--- src/rtl/ram_port_ctrl_if.sv ---
// -----------------------------------------------------------------------------
// ram_port_ctrl_if
// Upstream request/response bundle for ram_port_ctrl.
//
//   req_valid   request present                  (master -> slave)
//   req_ready   controller can accept a request  (slave  -> master)
//   req_we      1 = store, 0 = load
//   req_size    0 = byte, 1 = half, 2/3 = word
//   req_signed  sign-extend loads when 1
//   req_addr    byte address
//   req_wdata   store data, little-endian (low byte first)
//   rsp_valid   one-cycle completion pulse       (slave  -> master)
//   rsp_rdata   load result, 0 for stores
//   rsp_err     misalignment error, qualified by rsp_valid
//
// The controller uses the slave modport; the requester uses master.
// -----------------------------------------------------------------------------
interface ram_port_ctrl_if #(
   parameter int ADDR_WIDTH = 16,
   parameter int DATA_WIDTH = 32
);
   logic                  req_valid;
   logic                  req_ready;
   logic                  req_we;
   logic [1:0]            req_size;
   logic                  req_signed;
   logic [ADDR_WIDTH-1:0] req_addr;
   logic [DATA_WIDTH-1:0] req_wdata;
   logic                  rsp_valid;
   logic [DATA_WIDTH-1:0] rsp_rdata;
   logic                  rsp_err;

   modport master (
      output req_valid, req_we, req_size, req_signed, req_addr, req_wdata,
      input  req_ready, rsp_valid, rsp_rdata, rsp_err
   );

   modport slave (
      input  req_valid, req_we, req_size, req_signed, req_addr, req_wdata,
      output req_ready, rsp_valid, rsp_rdata, rsp_err
   );
endinterface

--- src/rtl/ram_port_ctrl.sv ---
// -----------------------------------------------------------------------------
// ram_port_ctrl
// Initiator-side controller for port b of the byte-addressed dual-port RAM.
// Stores are split into 1, 2 or 4 single-byte writes; loads use the RAM's
// one-cycle registered-address latency and are then zero/sign-extended.
//
// Ports:
//   clk, rst   clock; asynchronous active-high reset
//   bus        request/response bundle (ram_port_ctrl_if.slave)
//   ram_we     RAM we_b, high only while storing
//   ram_addr   RAM addr_b
//   ram_din    RAM din_b, byte in [7:0], upper bits 0
//   ram_dout   RAM dout_b, word at the registered address
//
// Optional feature: define RAM_PORT_CTRL_ALIGN_CHECK_EN to reject misaligned
// half/word accesses through an ERR state with rsp_err = 1 and no RAM access.
// Without it rsp_err is tied to 0 and misaligned accesses proceed.
// -----------------------------------------------------------------------------
module ram_port_ctrl #(
   parameter int ADDR_WIDTH = 16,
   parameter int DATA_WIDTH = 32
) (
   input  logic                  clk,
   input  logic                  rst,
   ram_port_ctrl_if.slave        bus,
   output logic                  ram_we,
   output logic [ADDR_WIDTH-1:0] ram_addr,
   output logic [DATA_WIDTH-1:0] ram_din,
   input  logic [DATA_WIDTH-1:0] ram_dout
);

   typedef enum logic [2:0] {
      IDLE,
      STORE,
      LOAD_ADDR,
      LOAD_DATA
`ifdef RAM_PORT_CTRL_ALIGN_CHECK_EN
      , ERR
`endif
   } state_t;

   state_t                state, state_d;
   logic [ADDR_WIDTH-1:0] addr_q;
   logic [DATA_WIDTH-1:0] wdata_q;
   logic [1:0]            size_q;
   logic                  signed_q;
   logic [1:0]            cnt_q, cnt_d;
   logic                  rsp_valid_q, rsp_valid_d;
   logic [DATA_WIDTH-1:0] rsp_rdata_q, rsp_rdata_d;
   logic [DATA_WIDTH-1:0] load_ext;
   logic                  last_byte;
   logic                  accept;
`ifdef RAM_PORT_CTRL_ALIGN_CHECK_EN
   logic                  rsp_err_q, rsp_err_d;
   logic                  misaligned;
`endif

   // Index of the final byte of the access: N-1 for N = 1, 2, 4.
   function automatic logic [1:0] last_idx(input logic [1:0] size);
      case (size)
         2'd0:    return 2'd0;
         2'd1:    return 2'd1;
         default: return 2'd3;
      endcase
   endfunction

   assign accept    = (state == IDLE) && bus.req_valid;
   assign last_byte = (cnt_q == last_idx(size_q));

`ifdef RAM_PORT_CTRL_ALIGN_CHECK_EN
   // Judged on the live request fields, since they are captured on this edge.
   always_comb begin
      case (bus.req_size)
         2'd0:    misaligned = 1'b0;
         2'd1:    misaligned = bus.req_addr[0];
         default: misaligned = (bus.req_addr[1:0] != 2'b00);
      endcase
   end
`endif

   // Mask the RAM word down to the access size, then extend.
   always_comb begin
      load_ext = ram_dout;
      case (size_q)
         2'd0:    load_ext = {{(DATA_WIDTH-8){signed_q & ram_dout[7]}}, ram_dout[7:0]};
         2'd1:    load_ext = {{(DATA_WIDTH-16){signed_q & ram_dout[15]}}, ram_dout[15:0]};
         default: load_ext = ram_dout;
      endcase
   end

   // Next-state and response logic.
   // NOTE: every signal gets a default before the case so no path leaves it
   // unassigned, which would otherwise infer a latch.
   always_comb begin
      state_d     = state;
      cnt_d       = cnt_q;
      rsp_valid_d = 1'b0;
      rsp_rdata_d = rsp_rdata_q;
`ifdef RAM_PORT_CTRL_ALIGN_CHECK_EN
      rsp_err_d   = 1'b0;
`endif
      case (state)
         IDLE: begin
            if (bus.req_valid) begin
               cnt_d = 2'd0;
`ifdef RAM_PORT_CTRL_ALIGN_CHECK_EN
               if (misaligned) begin
                  // Error response is presented during the ERR cycle itself.
                  state_d     = ERR;
                  rsp_valid_d = 1'b1;
                  rsp_err_d   = 1'b1;
                  rsp_rdata_d = '0;
               end else
`endif
               if (bus.req_we) state_d = STORE;
               else            state_d = LOAD_ADDR;
            end
         end
         STORE: begin
            if (last_byte) begin
               state_d     = IDLE;
               rsp_valid_d = 1'b1;
               rsp_rdata_d = '0;
            end else begin
               cnt_d = cnt_q + 2'd1;
            end
         end
         // RAM registers ram_addr on the edge leaving this state.
         LOAD_ADDR: state_d = LOAD_DATA;
         LOAD_DATA: begin
            state_d     = IDLE;
            rsp_valid_d = 1'b1;
            rsp_rdata_d = load_ext;
         end
`ifdef RAM_PORT_CTRL_ALIGN_CHECK_EN
         ERR:       state_d = IDLE;
`endif
         default:   state_d = IDLE;
      endcase
   end

   // NOTE: sequential state uses non-blocking assignments so every register
   // samples pre-edge values regardless of statement order.
   always_ff @(posedge clk or posedge rst) begin
      if (rst) begin
         state       <= IDLE;
         cnt_q       <= 2'd0;
         rsp_valid_q <= 1'b0;
         rsp_rdata_q <= '0;
`ifdef RAM_PORT_CTRL_ALIGN_CHECK_EN
         rsp_err_q   <= 1'b0;
`endif
      end else begin
         state       <= state_d;
         cnt_q       <= cnt_d;
         rsp_valid_q <= rsp_valid_d;
         rsp_rdata_q <= rsp_rdata_d;
`ifdef RAM_PORT_CTRL_ALIGN_CHECK_EN
         rsp_err_q   <= rsp_err_d;
`endif
      end
   end

   // Request capture; upstream is free to change its fields after acceptance.
   // NOTE: these are reset along with the FSM so simulation never starts with
   // X on the request copy, even though the outputs are also gated by state.
   always_ff @(posedge clk or posedge rst) begin
      if (rst) begin
         addr_q   <= '0;
         wdata_q  <= '0;
         size_q   <= 2'd0;
         signed_q <= 1'b0;
      end else if (accept) begin
         addr_q   <= bus.req_addr;
         wdata_q  <= bus.req_wdata;
         size_q   <= bus.req_size;
         signed_q <= bus.req_signed;
      end
   end

   // RAM port drive: address wraps naturally at 2^ADDR_WIDTH.
   always_comb begin
      ram_we   = 1'b0;
      ram_addr = '0;
      ram_din  = '0;
      case (state)
         STORE: begin
            ram_we   = 1'b1;
            ram_addr = addr_q + ADDR_WIDTH'(cnt_q);
            ram_din  = {{(DATA_WIDTH-8){1'b0}}, wdata_q[{cnt_q, 3'b000} +: 8]};
         end
         LOAD_ADDR: ram_addr = addr_q;
         default: ;
      endcase
   end

   assign bus.req_ready = (state == IDLE);
   assign bus.rsp_valid = rsp_valid_q;
   assign bus.rsp_rdata = rsp_rdata_q;
`ifdef RAM_PORT_CTRL_ALIGN_CHECK_EN
   assign bus.rsp_err   = rsp_err_q;
`else
   assign bus.rsp_err   = 1'b0;
`endif

endmodule

--- src/flat_wrapper.sv ---
// flat-port wrapper written by rule: the top's interface ports become plain ports
module ram_port_ctrl_flat 
#(
   parameter int ADDR_WIDTH = 16,
   parameter int DATA_WIDTH = 32
)
  (clk, rst, ram_we, ram_addr, ram_din, ram_dout, bus_req_valid, bus_req_we, bus_req_size, bus_req_signed, bus_req_addr, bus_req_wdata, bus_req_ready, bus_rsp_valid, bus_rsp_rdata, bus_rsp_err);
  ram_port_ctrl_if #(.ADDR_WIDTH(ADDR_WIDTH), .DATA_WIDTH(DATA_WIDTH)) bus_i ();
  input  logic clk;
  input  logic rst;
  output logic ram_we;
  output logic [ADDR_WIDTH-1:0] ram_addr;
  output logic [DATA_WIDTH-1:0] ram_din;
  input  logic [DATA_WIDTH-1:0] ram_dout;
  input wire logic [$bits(bus_i.req_valid)-1:0] bus_req_valid;
  input wire logic [$bits(bus_i.req_we)-1:0] bus_req_we;
  input wire logic [$bits(bus_i.req_size)-1:0] bus_req_size;
  input wire logic [$bits(bus_i.req_signed)-1:0] bus_req_signed;
  input wire logic [$bits(bus_i.req_addr)-1:0] bus_req_addr;
  input wire logic [$bits(bus_i.req_wdata)-1:0] bus_req_wdata;
  output wire logic [$bits(bus_i.req_ready)-1:0] bus_req_ready;
  output wire logic [$bits(bus_i.rsp_valid)-1:0] bus_rsp_valid;
  output wire logic [$bits(bus_i.rsp_rdata)-1:0] bus_rsp_rdata;
  output wire logic [$bits(bus_i.rsp_err)-1:0] bus_rsp_err;
  assign bus_i.req_valid = bus_req_valid;
  assign bus_i.req_we = bus_req_we;
  assign bus_i.req_size = bus_req_size;
  assign bus_i.req_signed = bus_req_signed;
  assign bus_i.req_addr = bus_req_addr;
  assign bus_i.req_wdata = bus_req_wdata;
  assign bus_req_ready = bus_i.req_ready;
  assign bus_rsp_valid = bus_i.rsp_valid;
  assign bus_rsp_rdata = bus_i.rsp_rdata;
  assign bus_rsp_err = bus_i.rsp_err;
  ram_port_ctrl #(.ADDR_WIDTH(ADDR_WIDTH), .DATA_WIDTH(DATA_WIDTH)) u_core (.clk(clk), .rst(rst), .bus(bus_i), .ram_we(ram_we), .ram_addr(ram_addr), .ram_din(ram_din), .ram_dout(ram_dout));
endmodule
--- config.mk ---
export PLATFORM = sky130hd
export DESIGN_NAME = ram_port_ctrl_flat
export DESIGN_NICKNAME = d
export VERILOG_FILES = /design/src/rtl/ram_port_ctrl_if.sv /design/src/rtl/ram_port_ctrl.sv /design/src/flat_wrapper.sv
export SDC_FILE = /design/constraint.sdc
export NUM_CORES = 1
export LEC_CHECK = 0
export ABC_AREA = 1
export ABC_CLOCK_PERIOD_IN_PS = 3100
export BUFFER_PORTS_ARGS = -buffer_cell sky130_fd_sc_hd__buf_2
export CAP_MARGIN = 20
export CORE_UTILIZATION = 51
export DETAILED_ROUTE_END_ITERATION = 8
export GPL_TIMING_DRIVEN = 0
export HOLD_SLACK_MARGIN = 0.02
export PLACE_DENSITY = 0.9
export SLEW_MARGIN = 20
export SYNTH_ARGS = -nofsm -noshare
export SYNTH_HDL_FRONTEND = slang
export SYNTH_SLANG_ARGS = --single-unit
--- constraint.sdc ---
create_clock -name clk -period 3.1 [get_ports clk]
set_input_delay 0.62 -clock clk [delete_from_list [all_inputs] [get_ports clk]]
set_output_delay 0.62 -clock clk [all_outputs]
set_load 0.02 [all_outputs]
==> out/metrics.cfg <==
[status]
status=finished, final reports clean

[die]
die_x_microns=99.83
die-height_microns=99.83
design.die.area_sq_um=9966
start_util_pct=52.82
rows=35
boundaryPins=171
fp.coreArea_sq_um=9240

[drt]
ant_nets=0
drt_iter0_markers=325
top_layer_used=met4
wl_mm=12.04
wl_per_cell_microns=13.29
wl_met1_mm=5.120
route.met2.wl_mm=5.824
first_pass_iters=5
vias_per_cell=5.052
drcViolationCount=0
met3WireLength_microns=831
vias=4577

[clocking]
worstSkewPairLatency_ns=0.35
cts_made_buffers=9
cts_root_buf=clkbuf_8
clock-sinks=88
path_clk_slew_ns=0.09
ctsResizeCount=0
clock_path_buffers=2
htreeDepth=3
cts_setup_buffers=0
cts_hold_buf=0
cts_tree=done

[synth]
synthesis.area_sq_um=4881
netlist_instances=591
syn_area_per_cell_sq_um=8.259
yosys_register_bits=88
ys_warn_count=0
yosysSeqAreaShare_pct=45.12
yosysUniqueCellTypes=32

[power]
p_clk_share_pct=15.6
p_sw_share_pct=45.10
power_switching_mw=2.825
ir_worst_vdd_mv=0.5756
leakage_nw=3.320
powerDensity_nw_per_um2=1020
power.internal_mw=3.439
seq_power_share_pct=32.3
power.total_mw=6.265
p_comb_share_pct=52.1

[timing]
hold_violations=0
setup_viol=0
slew_headroom_pct=62.68
worstMarginPinSlew_ns=0.5598
drv_slew=0
fin_crit_sh_pct=92.21
period_minus_slack_ns=2.859
rsz0062_at_grt=false
max_clock_freq_mhz=349.8
skew_ns=0.01038

[setup_path]
worstSetupStartpoint=u_core.cnt_q[0]
worst_ep_arrival_time_ns=2.24
cp.depth=10
cpMaxStageDelayCell=fa_1
path_class=register to output port
path_max_fanout=3
rr_endpoint=u_core.bus.rsp_rdata[1]
start_kind=register
crit_family=adder cells
r2r-start=u_core.state[1]
crit_buf_inv=3
reg2reg_depth=8
slowest_delay_ns=0.40
r2r_setup_slack_ns=1.24
cp-end-kind=output port
path_cells=ha_1, fa_1, nand2_1, inv_1, nand3_1, inv_1, nand3_1, nand2_1, a21oi_1, buf_2
crit_required_ns=2.48

[cells_and_area]
final_common_cell=buf_2
layout_common_cells=buf_2, nand2_1, dfrtp_1, nor2_1, nand3_1
finalNetCount=866
areaGrowthSynthToFinish_pct=25.81
drive_gt1_share_pct=33.98
final_core_util_pct=66.46
diodes=0
fillers=791

[placed_design]
gp_congestion=0.9045
io_buffers=145
place.detailed.hpwl_mm=8.904

[global_route]
grt_usage_pct=24.64
grt_pass1_wl_mm=19.35
grt_max_degree=50
grt_overflow=0
first_global_vias=4111
antenna_found_initial=0

[job]
max_cap_viol_count=0

[hold_path]
min_path_type=input port to asynchronous set/reset pin

synth_stat cells, drive strengths merged:
cell type / n / share of area [%]
mux2: 33 / 7.6
clkbuf: 11 / 0.85
fa: 1 / 0.41
dfrtp: 88 / 45
nor3: 1 / 0.10
o22ai: 3 / 0.38
nand2: 127 / 10
conb: 1 / 0.077
o211ai: 8 / 1.2
xor2: 1 / 0.18
buf: 47 / 6.7
ha: 6 / 1.5
o21bai: 1 / 0.15
a21oi: 43 / 4.4
nand3: 61 / 6.6
nor2: 84 / 7.3
o21ai: 35 / 3.7
nand4: 2 / 0.56
inv: 37 / 2.8
and2: 1 / 0.18
power groups by stage:
stage | combinational (mW) | clock [mW] | sequential [mW]
after floorplan | 2.19 | 0 | 2.17
after CTS | 3.26 | 1.00 | 2.02
after global routing | 3.62 | 1.04 | 2.08
after global placement | 3.17 | 0 | 2.02
final | 3.26 | 0.980 | 2.02
after detailed placement | 3.23 | 0 | 2.03
metrics by stage:
step	hold slack (ns)	TNS, ns	instance area, sq um	worst slack, ns	std cells
floorplan	0.4739	0	4971	0.2014	615
CTS	0.3171	0	6141	0.2355	906
global placement	0.4819	-71.57	5858	-0.8201	889
global route	0.3468	0	6141	0.07481	906
detailed placement	0.4901	0	5888	0.6225	890
finish	0.3125	0	6141	0.2413	906
state kept, by name, summed over array words and instances (netlist names):
| register | cells |
|---|---|
| u_core.state | 2 |
| u_core.addr_q | 16 |
| u_core.cnt_q | 2 |
| u_core.size_q | 2 |
| u_core.wdata_q | 32 |
| u_core.bus.rsp_valid | 1 |
| u_core.signed_q | 1 |
| u_core.bus.rsp_rdata | 32 |
cells by family after synthesis:
logic type / count (synthesis) / synth area share, %
AND/OR/NAND/NOR: 276 / 24.79
buffers and inverters: 95 / 10.43
AO/OA/AOI/OAI: 90 / 9.844
flip-flops: 88 / 45.12
multiplexers: 33 / 7.614
adder cells (fa/ha/maj): 7 / 1.948
other: 1 / 0.07683
XOR/XNOR: 1 / 0.1795
worst max path at each step:
stage / slack [ns] / end
6_report: 0.24 / ram_addr[10]
5_1_grt: 0.07 / ram_addr[10]
4_1_cts: 0.24 / ram_addr[10]
3_5_place_dp: 0.62 / ram_addr[10]
3_3_place_gp: -0.82 / u_core.bus.rsp_rdata[0]
2_1_floorplan: 0.20 / u_core.addr_q[0]
routing by layer:
metal,GRT usage (%),vias up
met5,0,-
met2,40.69,206
met3,4.318,29
met1,32.60,2095
met4,9.163,0
li1,-,2247
layout make-up:
cell class	instances	area (sq um)	area share [%]
Sequential cell	88	2202	35.86
Tap cell	129	161.4	2.628
Clock buffer	10	137.6	2.241
Buffer	58	370.4	6.031
Multi-Input combinational cell	432	2260	36.80
Timing Repair Buffer	146	753.2	12.27
Inverter	37	141.4	2.302
Clock inverter	6	115.1	1.874
No activity file was read; power rests on OpenSTA's default activity.
